`src/rtl/exe_stage_mc.sv`:
```
// Execute stage: forwarding muxes, shifter/ALU, branch target and an iterative
// MUL/MLA unit, all feeding an EX/MEM output register with freeze/flush control.
module exe_stage_mc #(
   parameter int HAS_MUL  = 1,
   parameter int MUL_STEP = 2
) (
   input  logic        clk,
   input  logic        rst,
   input  logic        freeze,
   input  logic        flush,
   input  logic        valid_in,
   input  logic        wb_en_in,
   input  logic        mem_r_en_in,
   input  logic        mem_w_en_in,
   input  logic        b_in,
   input  logic        s_in,
   input  logic        i_in,
   input  logic [3:0]  exe_cmd_in,
   input  logic [31:0] pc_in,
   input  logic [31:0] val_rn_in,
   input  logic [31:0] val_rm_in,
   input  logic [31:0] val_rs_in,
   input  logic [11:0] shift_operand_in,
   input  logic [23:0] imm24_in,
   input  logic [3:0]  dest_in,
   input  logic [3:0]  status_in,
   input  logic [1:0]  fwd_sel1,
   input  logic [1:0]  fwd_sel2,
   input  logic [31:0] fwd_mem_val,
   input  logic [31:0] fwd_wb_val,
   output logic        wb_en_out,
   output logic        mem_r_en_out,
   output logic        mem_w_en_out,
   output logic [31:0] alu_res_out,
   output logic [31:0] val_rm_out,
   output logic [3:0]  dest_out,
   output logic [3:0]  status_out,
   output logic        status_we,
   output logic        branch_taken,
   output logic [31:0] branch_addr,
   output logic        busy
);

   localparam int         N_ITER    = 32 / MUL_STEP;
   localparam logic [5:0] LAST_ITER = 6'(N_ITER - 1);

   localparam logic [3:0] CMD_MOV = 4'b0001;
   localparam logic [3:0] CMD_MVN = 4'b1001;
   localparam logic [3:0] CMD_ADD = 4'b0010;
   localparam logic [3:0] CMD_ADC = 4'b0011;
   localparam logic [3:0] CMD_SUB = 4'b0100;
   localparam logic [3:0] CMD_SBC = 4'b0101;
   localparam logic [3:0] CMD_AND = 4'b0110;
   localparam logic [3:0] CMD_ORR = 4'b0111;
   localparam logic [3:0] CMD_EOR = 4'b1000;
   localparam logic [3:0] CMD_MUL = 4'b1010;
   localparam logic [3:0] CMD_MLA = 4'b1011;

   typedef enum logic {ST_IDLE, ST_RUN} mulState_t;
   typedef enum logic [1:0] {FL_NONE, FL_LOGIC, FL_ARITH} flagClass_t;

   mulState_t   r_state, w_stateNext;
   flagClass_t  w_flagClass;

   logic [31:0] w_op1, w_rm, w_val2, w_immExt, w_immRot, w_shifted;
   logic [31:0] w_addB, w_aluRes, w_brAddr, w_partial, w_accNext;
   logic [32:0] w_sum;
   logic [4:0]  w_rotAmt, w_shAmt;
   logic [3:0]  w_flags;
   logic        w_cin, w_isSub, w_isMul;
   logic        w_busy, w_mulStart, w_mulAdvance, w_mulDone, w_lastIter;

   logic [31:0] r_mulA, r_mulB, r_acc;
   logic [5:0]  r_cnt;
   logic [3:0]  r_mulDest;
   logic [1:0]  r_mulCV;
   logic        r_mulWb, r_mulMemR, r_mulMemW, r_mulS;

   logic [31:0] w_nRes, w_nRm, w_nBrAddr;
   logic [3:0]  w_nDest, w_nStatus;
   logic        w_outLoad, w_nWb, w_nMemR, w_nMemW, w_nStatusWe, w_nBrTaken;

   logic [31:0] r_res, r_rm, r_brAddr;
   logic [3:0]  r_dest, r_status;
   logic        r_wb, r_memR, r_memW, r_statusWe, r_brTaken;

   always_comb begin
      case (fwd_sel1)
         2'd1:    w_op1 = fwd_mem_val;
         2'd2:    w_op1 = fwd_wb_val;
         default: w_op1 = val_rn_in;
      endcase
      case (fwd_sel2)
         2'd1:    w_rm = fwd_mem_val;
         2'd2:    w_rm = fwd_wb_val;
         default: w_rm = val_rm_in;
      endcase
   end

   // Shift amounts of zero fall out of every formula as "no shift".
   always_comb begin
      w_immExt = {24'b0, shift_operand_in[7:0]};
      w_rotAmt = {shift_operand_in[11:8], 1'b0};
      w_immRot = (w_immExt >> w_rotAmt) | (w_immExt << (6'd32 - {1'b0, w_rotAmt}));
      w_shAmt  = shift_operand_in[11:7];
      case (shift_operand_in[6:5])
         2'b00:   w_shifted = w_rm << w_shAmt;
         2'b01:   w_shifted = w_rm >> w_shAmt;
         2'b10:   w_shifted = $signed(w_rm) >>> w_shAmt;
         default: w_shifted = (w_rm >> w_shAmt) | (w_rm << (6'd32 - {1'b0, w_shAmt}));
      endcase
      if ((mem_r_en_in || mem_w_en_in) && !i_in)
         w_val2 = {20'b0, shift_operand_in};
      else if (i_in)
         w_val2 = w_immRot;
      else
         w_val2 = w_shifted;
   end

   // Subtraction is op1 + ~val2 + cin, so one adder and one overflow rule serve both.
   always_comb begin
      w_isSub = (exe_cmd_in == CMD_SUB) || (exe_cmd_in == CMD_SBC);
      case (exe_cmd_in)
         CMD_ADC, CMD_SBC: w_cin = status_in[1];
         CMD_SUB:          w_cin = 1'b1;
         default:          w_cin = 1'b0;
      endcase
      w_addB = w_isSub ? ~w_val2 : w_val2;
      w_sum  = {1'b0, w_op1} + {1'b0, w_addB} + {32'b0, w_cin};
      w_aluRes    = '0;
      w_flagClass = FL_NONE;
      case (exe_cmd_in)
         CMD_MOV: begin w_aluRes = w_val2;          w_flagClass = FL_LOGIC; end
         CMD_MVN: begin w_aluRes = ~w_val2;         w_flagClass = FL_LOGIC; end
         CMD_AND: begin w_aluRes = w_op1 & w_val2;  w_flagClass = FL_LOGIC; end
         CMD_ORR: begin w_aluRes = w_op1 | w_val2;  w_flagClass = FL_LOGIC; end
         CMD_EOR: begin w_aluRes = w_op1 ^ w_val2;  w_flagClass = FL_LOGIC; end
         CMD_ADD, CMD_ADC, CMD_SUB, CMD_SBC: begin
            w_aluRes    = w_sum[31:0];
            w_flagClass = FL_ARITH;
         end
         default: begin w_aluRes = '0; w_flagClass = FL_NONE; end
      endcase
      case (w_flagClass)
         FL_LOGIC: w_flags = {w_aluRes[31], w_aluRes == 32'b0, status_in[1:0]};
         FL_ARITH: w_flags = {w_aluRes[31], w_aluRes == 32'b0, w_sum[32],
                              (w_op1[31] == w_addB[31]) && (w_sum[31] != w_op1[31])};
         default:  w_flags = status_in;
      endcase
      w_brAddr = pc_in + {{6{imm24_in[23]}}, imm24_in, 2'b00};
      w_isMul  = (HAS_MUL != 0) && ((exe_cmd_in == CMD_MUL) || (exe_cmd_in == CMD_MLA));
   end

   always_comb begin
      w_partial = '0;
      for (int j = 0; j < MUL_STEP; j++)
         if (r_mulB[j]) w_partial = w_partial + (r_mulA << j);
      w_accNext = r_acc + w_partial;
   end

   always_ff @(posedge clk) begin
      if (rst) r_state <= ST_IDLE;
      else     r_state <= w_stateNext;
   end

   always_comb begin
      w_stateNext = r_state;
      case (r_state)
         ST_IDLE: if (valid_in && w_isMul && !freeze && !flush) w_stateNext = ST_RUN;
         ST_RUN:  if (flush || (!freeze && w_lastIter))         w_stateNext = ST_IDLE;
         default: w_stateNext = ST_IDLE;
      endcase
   end

   always_comb begin
      w_busy       = (r_state == ST_RUN);
      w_lastIter   = (r_cnt == LAST_ITER);
      w_mulStart   = !w_busy && valid_in && w_isMul && !freeze && !flush;
      w_mulAdvance = w_busy && !freeze && !flush;
      w_mulDone    = w_mulAdvance && w_lastIter;
   end

   // Operands and the instruction's control bits are latched at start so the
   // upstream stage is free to change while the unit iterates.
   always_ff @(posedge clk) begin
      if (rst) begin
         r_mulA <= '0; r_mulB <= '0; r_acc <= '0; r_cnt <= '0;
         r_mulDest <= '0; r_mulCV <= '0;
         r_mulWb <= 1'b0; r_mulMemR <= 1'b0; r_mulMemW <= 1'b0; r_mulS <= 1'b0;
      end else if (w_mulStart) begin
         r_mulA    <= w_rm;
         r_mulB    <= val_rs_in;
         r_acc     <= (exe_cmd_in == CMD_MLA) ? w_op1 : 32'b0;
         r_cnt     <= '0;
         r_mulDest <= dest_in;
         r_mulCV   <= status_in[1:0];
         r_mulWb   <= wb_en_in;
         r_mulMemR <= mem_r_en_in;
         r_mulMemW <= mem_w_en_in;
         r_mulS    <= s_in;
      end else if (w_busy && flush) begin
         r_cnt <= '0;
      end else if (w_mulAdvance) begin
         r_mulA <= r_mulA << MUL_STEP;
         r_mulB <= r_mulB >> MUL_STEP;
         r_acc  <= w_accNext;
         r_cnt  <= r_cnt + 6'd1;
      end
   end

   // Anything not explicitly filled in below is a bubble (all zero).
   always_comb begin
      w_outLoad = 1'b0;
      w_nWb = 1'b0; w_nMemR = 1'b0; w_nMemW = 1'b0;
      w_nRes = '0; w_nRm = '0; w_nDest = '0; w_nStatus = '0;
      w_nStatusWe = 1'b0; w_nBrTaken = 1'b0; w_nBrAddr = '0;
      if (flush) begin
         w_outLoad = 1'b1;
      end else if (w_busy) begin
         if (w_mulDone) begin
            w_outLoad   = 1'b1;
            w_nWb       = r_mulWb;
            w_nMemR     = r_mulMemR;
            w_nMemW     = r_mulMemW;
            w_nRes      = w_accNext;
            w_nDest     = r_mulDest;
            w_nStatus   = {w_accNext[31], w_accNext == 32'b0, r_mulCV};
            w_nStatusWe = r_mulS;
         end
      end else if (!freeze) begin
         w_outLoad = 1'b1;
         if (valid_in && !w_isMul) begin
            w_nWb       = wb_en_in;
            w_nMemR     = mem_r_en_in;
            w_nMemW     = mem_w_en_in;
            w_nRes      = w_aluRes;
            w_nRm       = w_rm;
            w_nDest     = dest_in;
            w_nStatus   = w_flags;
            w_nStatusWe = s_in;
            w_nBrTaken  = b_in;
            w_nBrAddr   = w_brAddr;
         end
      end
   end

   always_ff @(posedge clk) begin
      if (rst) begin
         r_wb <= 1'b0; r_memR <= 1'b0; r_memW <= 1'b0;
         r_res <= '0; r_rm <= '0; r_dest <= '0; r_status <= '0;
         r_statusWe <= 1'b0; r_brTaken <= 1'b0; r_brAddr <= '0;
      end else if (w_outLoad) begin
         r_wb       <= w_nWb;
         r_memR     <= w_nMemR;
         r_memW     <= w_nMemW;
         r_res      <= w_nRes;
         r_rm       <= w_nRm;
         r_dest     <= w_nDest;
         r_status   <= w_nStatus;
         r_statusWe <= w_nStatusWe;
         r_brTaken  <= w_nBrTaken;
         r_brAddr   <= w_nBrAddr;
      end
   end

   assign wb_en_out    = r_wb;
   assign mem_r_en_out = r_memR;
   assign mem_w_en_out = r_memW;
   assign alu_res_out  = r_res;
   assign val_rm_out   = r_rm;
   assign dest_out     = r_dest;
   assign status_out   = r_status;
   assign status_we    = r_statusWe;
   assign branch_taken = r_brTaken;
   assign branch_addr  = r_brAddr;
   assign busy         = w_busy;

endmodule

```
`config.mk`:
```
export PLATFORM = sky130hd
export DESIGN_NAME = exe_stage_mc
export DESIGN_NICKNAME = d
export VERILOG_FILES = /design/src/rtl/exe_stage_mc.sv
export SDC_FILE = /design/constraint.sdc
export NUM_CORES = 1
export LEC_CHECK = 0
export CELL_PAD_IN_SITES_DETAIL_PLACEMENT = 1
export CELL_PAD_IN_SITES_GLOBAL_PLACEMENT = 1
export CORE_MARGIN = 1
export CORE_UTILIZATION = 40
export DETAILED_ROUTE_END_ITERATION = 8
export GPL_TIMING_DRIVEN = 0
export PLACE_DENSITY_LB_ADDON = 0.1
export SLEW_MARGIN = 25
export SYNTH_ARGS = -nofsm -noshare
export SYNTH_HDL_FRONTEND = slang
export SYNTH_SLANG_ARGS = --single-unit
export TNS_END_PERCENT = 10
```
`constraint.sdc`:
```
create_clock -name clk -period 9.3 [get_ports clk]
set_input_delay 1.395 -clock clk [delete_from_list [all_inputs] [get_ports clk]]
set_output_delay 1.395 -clock clk [all_outputs]
set_load 0.02 [all_outputs]
```
==> impl_metrics.ini, run 1 <==
[clocking]
htree_levels = 1
cts.sinks = 222
cts_buffer_depth = 3
cts_root_buffer = clkbuf_16
cts_buffers = 27
holdBufCountCts = 0

[placement]
dp_hpwl_mm = 162
finalWeightedCongestion = 1.10
place_area_mm2 = 0.0334
portBuffers = 358

[logic_synthesis]
synthMuxAreaShare_pct = 12.7
synth-seq-cells = 222
yosysSeqAreaShare_pct = 15.7
synthAdderAreaFrac_pct = 8.96
ys_types = 90
yosysWarnings = 0
synth_compound_area_share_pct = 31.9
synth_ff_type = dfxtp_1
synth-simple-area-share_pct = 20.4
syn_avg_cell_area_um2 = 7.51
synth_nets = 4232
synth_xor_area_share_pct = 4.45
netlist_instances = 3777
synth_top_family_by_area = compound AO/OA/AOI/OAI gates
synth_edf_count = 0
synth_area_mm2 = 0.0284
async_flop_share_pct = 0

[global_route]
grt_max_degree = 20
grt_overflow = 323
track_usage_pct = 82.5

[die]
fp.dieH_um = 268
die_w_um = 268
initial_core_util_pct = 40.5
num_rows = 97
ios = 365

[run_status]
stop_error = [ERROR GRT-0232] Routing congestion too high. Check the congestion heatmap in the GUI.
haltStage = global routing (5_1_grt)
status = did not finish

[sta]
endpoint_type = register input
grt-worst-endpoint = status_out[2]$_SDFFE_PP0P_/D
metal layers:
layer / overflow / GRT usage, %
met1: 19 / 82.5
met4: 112 / 80.2
met2: 173 / 94.2
met3: 16 / 73.1
met5: 3 / 47.6
cells in the mapped netlist, types with 15 or more instances:
| library cell | number | share of area (%) |
|---|---|---|
| a211oi_1 | 66 | 1.7 |
| or3_1 | 24 | 0.53 |
| o211ai_1 | 39 | 1.0 |
| buf_2 | 64 | 1.1 |
| a221oi_1 | 51 | 1.6 |
| o21a_1 | 31 | 0.82 |
| inv_1 | 117 | 1.5 |
| clkbuf_1 | 207 | 2.7 |
| a221o_1 | 25 | 0.88 |
| a311oi_1 | 37 | 1.1 |
| nand2_1 | 393 | 5.2 |
| o221ai_1 | 20 | 0.62 |
| o22ai_1 | 34 | 0.75 |
| o21bai_1 | 22 | 0.58 |
| mux4_2 | 111 | 8.8 |
| nor3_1 | 103 | 1.8 |
| mux2i_1 | 68 | 2.4 |
| ha_1 | 195 | 8.6 |
| o21ai_0 | 205 | 3.6 |
| and3_1 | 17 | 0.38 |
| nand3_1 | 64 | 1.1 |
| a21oi_1 | 297 | 5.2 |
| a21o_1 | 44 | 1.2 |
| a222oi_1 | 20 | 0.71 |
| nand2b_1 | 41 | 0.90 |
| a2111oi_0 | 15 | 0.46 |
| o31ai_1 | 27 | 0.71 |
| a22oi_1 | 147 | 3.9 |
| a22o_1 | 41 | 1.3 |
| or2_2 | 41 | 0.90 |
| xnor2_1 | 95 | 2.9 |
| a211o_1 | 18 | 0.56 |
| nor4_1 | 23 | 0.51 |
| nor2_1 | 404 | 5.3 |
| buf_1 | 21 | 0.28 |
| xor2_1 | 49 | 1.5 |
| and2_1 | 50 | 1.1 |
| a31oi_1 | 40 | 0.88 |
| nor2b_1 | 53 | 1.2 |
| dfxtp_1 | 222 | 16 |
| mux2_2 | 38 | 1.5 |
stage by stage:
stage               setup WS (ps)  std cells
CTS                         0.156       5152
detailed placement          -3760       5095
global placement            -3720       5075
floorplan                     843       3777
cell families after synthesis:
logic type / count (synthesis)
fa+ha+maj: 200
xor+xnor: 144
flops: 222
compound gates: 1312
mux: 217
simple gates: 1266
buf+inv: 416
timing repair:
action,in CTS
gates resized for setup,127
buffers inserted,11
pin swaps,7
endpoints found under the setup margin,35
==> inputs of run 2 (changes only) <==
==> config.mk (replaced) <==
export PLATFORM = sky130hd
export DESIGN_NAME = exe_stage_mc
export DESIGN_NICKNAME = d
export VERILOG_FILES = /design/src/rtl/exe_stage_mc.sv
export SDC_FILE = /design/constraint.sdc
export NUM_CORES = 1
export LEC_CHECK = 0
export CORE_MARGIN = 1
export CORE_UTILIZATION = 25
export DETAILED_ROUTE_END_ITERATION = 8
export GPL_TIMING_DRIVEN = 0
export PLACE_DENSITY_LB_ADDON = 0.15
export SLEW_MARGIN = 25
export SYNTH_ARGS = -nofsm -noshare
export SYNTH_HDL_FRONTEND = slang
export SYNTH_SLANG_ARGS = --single-unit
export TNS_END_PERCENT = 10
==> run 2 against run 1 <==
The flow now finishes, with violations (design-rule violations, negative setup slack). Synthesized cell count did not move. Synthesized area did not move.
==> impl_metrics.ini, run 2 <==
[route]
route.detailed.drc = 4
wl_mm = 218
firstDrtPassIters = 9
via_per_inst = 6.23
drtIter0Drc = 4729
avgRoutedWirePerCell_um = 38.0
via_count = 35808
ant_nets = 0

[power_and_ir_drop]
ir_drop_mv = 0.131
power_uw = 4680
p_leak_uw = 0.0137
power_per_cell_area_mw_per_mm2 = 128

[clocking]
cts_tree = built
htree_levels = 1
cts.sinks = 222
clkTransAtPathRegs_ps = 60
cts_root_buffer = clkbuf_16
cts_buffer_depth = 3
clock_latency_ps = 600
cts_buffers = 29
holdBufCountCts = 0

[die]
die_w_um = 339
initial_core_util_pct = 25.2
num_rows = 123
ios = 365
dieArea_mm2 = 0.115
fp.coreArea_mm2 = 0.112
fp.dieH_um = 339

[critical_path]
critPathSlowestCell = mux2i_1
cpPeakStageDelay_ps = 1020
cp.required_ps = 9820
crit_fanout = 10
worstSetupPathType = in2reg
crit_path_start_kind = primary input
crit_arrival_ps = 9860
cp-end-kind = flip-flop

[placement]
finalWeightedCongestion = 1.10
portBuffers = 358
pre_cts_ws_ps = -3880
dp_hpwl_mm = 178

[logic_synthesis]
yosysTopAreaCell = dfxtp_1
synth_ff_type = dfxtp_1
netlist_instances = 3777
ys_types = 90
synth_area_mm2 = 0.0284
syn_avg_cell_area_um2 = 7.51
yosysWarnings = 0
synth_nets = 4232
yosysTopAreaCellShare_pct = 15.7
synth_edf_count = 0
async_flop_share_pct = 0
synth-seq-cells = 222
synth_common_cells = nor2_1 (404), nand2_1 (393), a21oi_1 (297)
synth.most_common_cell = nor2_1
synth_area_leaders = dfxtp_1 (16%), mux4_2 (8.8%), ha_1 (8.6%)
yosysSeqAreaShare_pct = 15.7

[sta]
whs_ps = 452
final-max-slew-violation-count = 0
relSlewSlack_pct = 14.4
min_period_ps = 9350
fin_crit_sh_pct = 101
fmax_ghz = 0.107
finalHoldViolCount = 0
setup_ws_ps = -48.4
fin_worst_skew_ps = 31.6
tightest_slew_ps = 1250
rsz0062_at_grt = no
setup_violations = 1

[cells_and_area]
fillCellCount = 12194
seqCellArea_mm2 = 0.00444
area_growth_pct = 29.0
drive_above_1_share_pct = 13.5
layout_commonest_cell = nand2_1
multiInputGateArea_mm2 = 0.0232
fin_util_pct = 32.5
finalNetCount = 4670
layout_common_cells = nand2_1 (392), nor2_1 (371), clkdlybuf4s50_1 (357), a21oi_1 (284), dfxtp_1 (222)

[min_path]
hp-class = reg2reg

[run_status]
violations = design-rule violations, negative setup slack
status = finished with violations

[global_route]
track_usage_pct = 36.5
grt_pass1_vias = 34199
grt_max_degree = 16
grt_pass1_wl_mm = 294
grt_overflow = 0
antenna_found_initial = 10

[run]
drv_cap = 0
[run 2: cells by family after synthesis]
| group | Yosys count | share of synthesized area [%] |
|---|---|---|
| and+or+nand+nor | 1266 | 20.4 |
| AOI/OAI and AO/OA | 1312 | 31.9 |
| xor gates and xnor gates | 144 | 4.45 |
| adders and majority gates | 200 | 8.96 |
| DFF | 222 | 15.7 |
| muxes | 217 | 12.7 |
| buffers and inverters | 416 | 5.83 |
[run 2: through the flow]
step                      cell area, um^2  TNS, ps  std cells
after floorplan                     28400        0       3777
after global routing                36600        0       5739
final                               36600    -48.4       5745
after global placement              33800  -121180       5635
after detailed placement            34300   -89110       5662
after CTS                           36000        0       5722
[run 2: final timing paths]
kind                                              start                    endpoint  slack (ps)  cells past startpoint
worst max-delay path                        fwd_sel2[1]  status_out[2]$_SDFFE_PP0P_         -50                     29
worst min-delay path            r_mulB[22]$_SDFFE_PP0P_     r_mulB[22]$_SDFFE_PP0P_         450                      2
worst max register to register   r_mulB[0]$_SDFFE_PP0P_  status_out[3]$_SDFFE_PP0P_        1780                     31
worst min register to register  r_mulB[22]$_SDFFE_PP0P_     r_mulB[22]$_SDFFE_PP0P_         450                      2
[run 2: cell type report]
cell class	count	area share, %
multi-input cells	3139	63.5
diodes	7	0.0479
clock buffers	40	2.26
flip-flops and latches	222	12.2
repair buffers	409	10.9
well taps	1500	5.13
plain buffers	293	3.98
inverters	121	1.27
clock inverters	14	0.794
[run 2: critical path, delay by kind of cell]
family	cells	cell delay [ps]
fa+ha+maj	2	610
compound gates	11	2480
mux	3	1600
buf+inv	4	1220
simple gates	7	2200
xor+xnor	2	330
[run 2: power by group]
| group | internal [uW] | switching [uW] |
|---|---|---|
| registers | 967 | 13.0 |
| logic | 767 | 1600 |
| clock network | 843 | 492 |
[run 2: routing by layer]
metal	vias up	global-route usage (%)	wire (um)
met2	2278	56.5	94200
li1	15189	-	-
met4	6	22.7	16700
met3	542	8.80	20800
met5	-	0.0417	37
met1	17793	45.6	86400
[run 2: what timing repair did]
item                                    CTS  global route
pin swaps                                 5            13
gates resized for setup                 160           118
cloned                                    0             0
endpoints found under the setup margin   36             6
setup buffers                             6            16
Note: power is estimated with default switching activity, not from simulation.
==> inputs of run 3 (changes only) <==
--- a/config.mk
+++ b/config.mk
@@ -10,6 +10,7 @@
 export DETAILED_ROUTE_END_ITERATION = 8
 export GPL_TIMING_DRIVEN = 0
 export PLACE_DENSITY_LB_ADDON = 0.15
+export SKIP_LAST_GASP = 1
 export SLEW_MARGIN = 25
 export SYNTH_ARGS = -nofsm -noshare
 export SYNTH_HDL_FRONTEND = slang
==> results of run 3 <==
The final DEF is identical to that of run 2; final timing and power are the same.
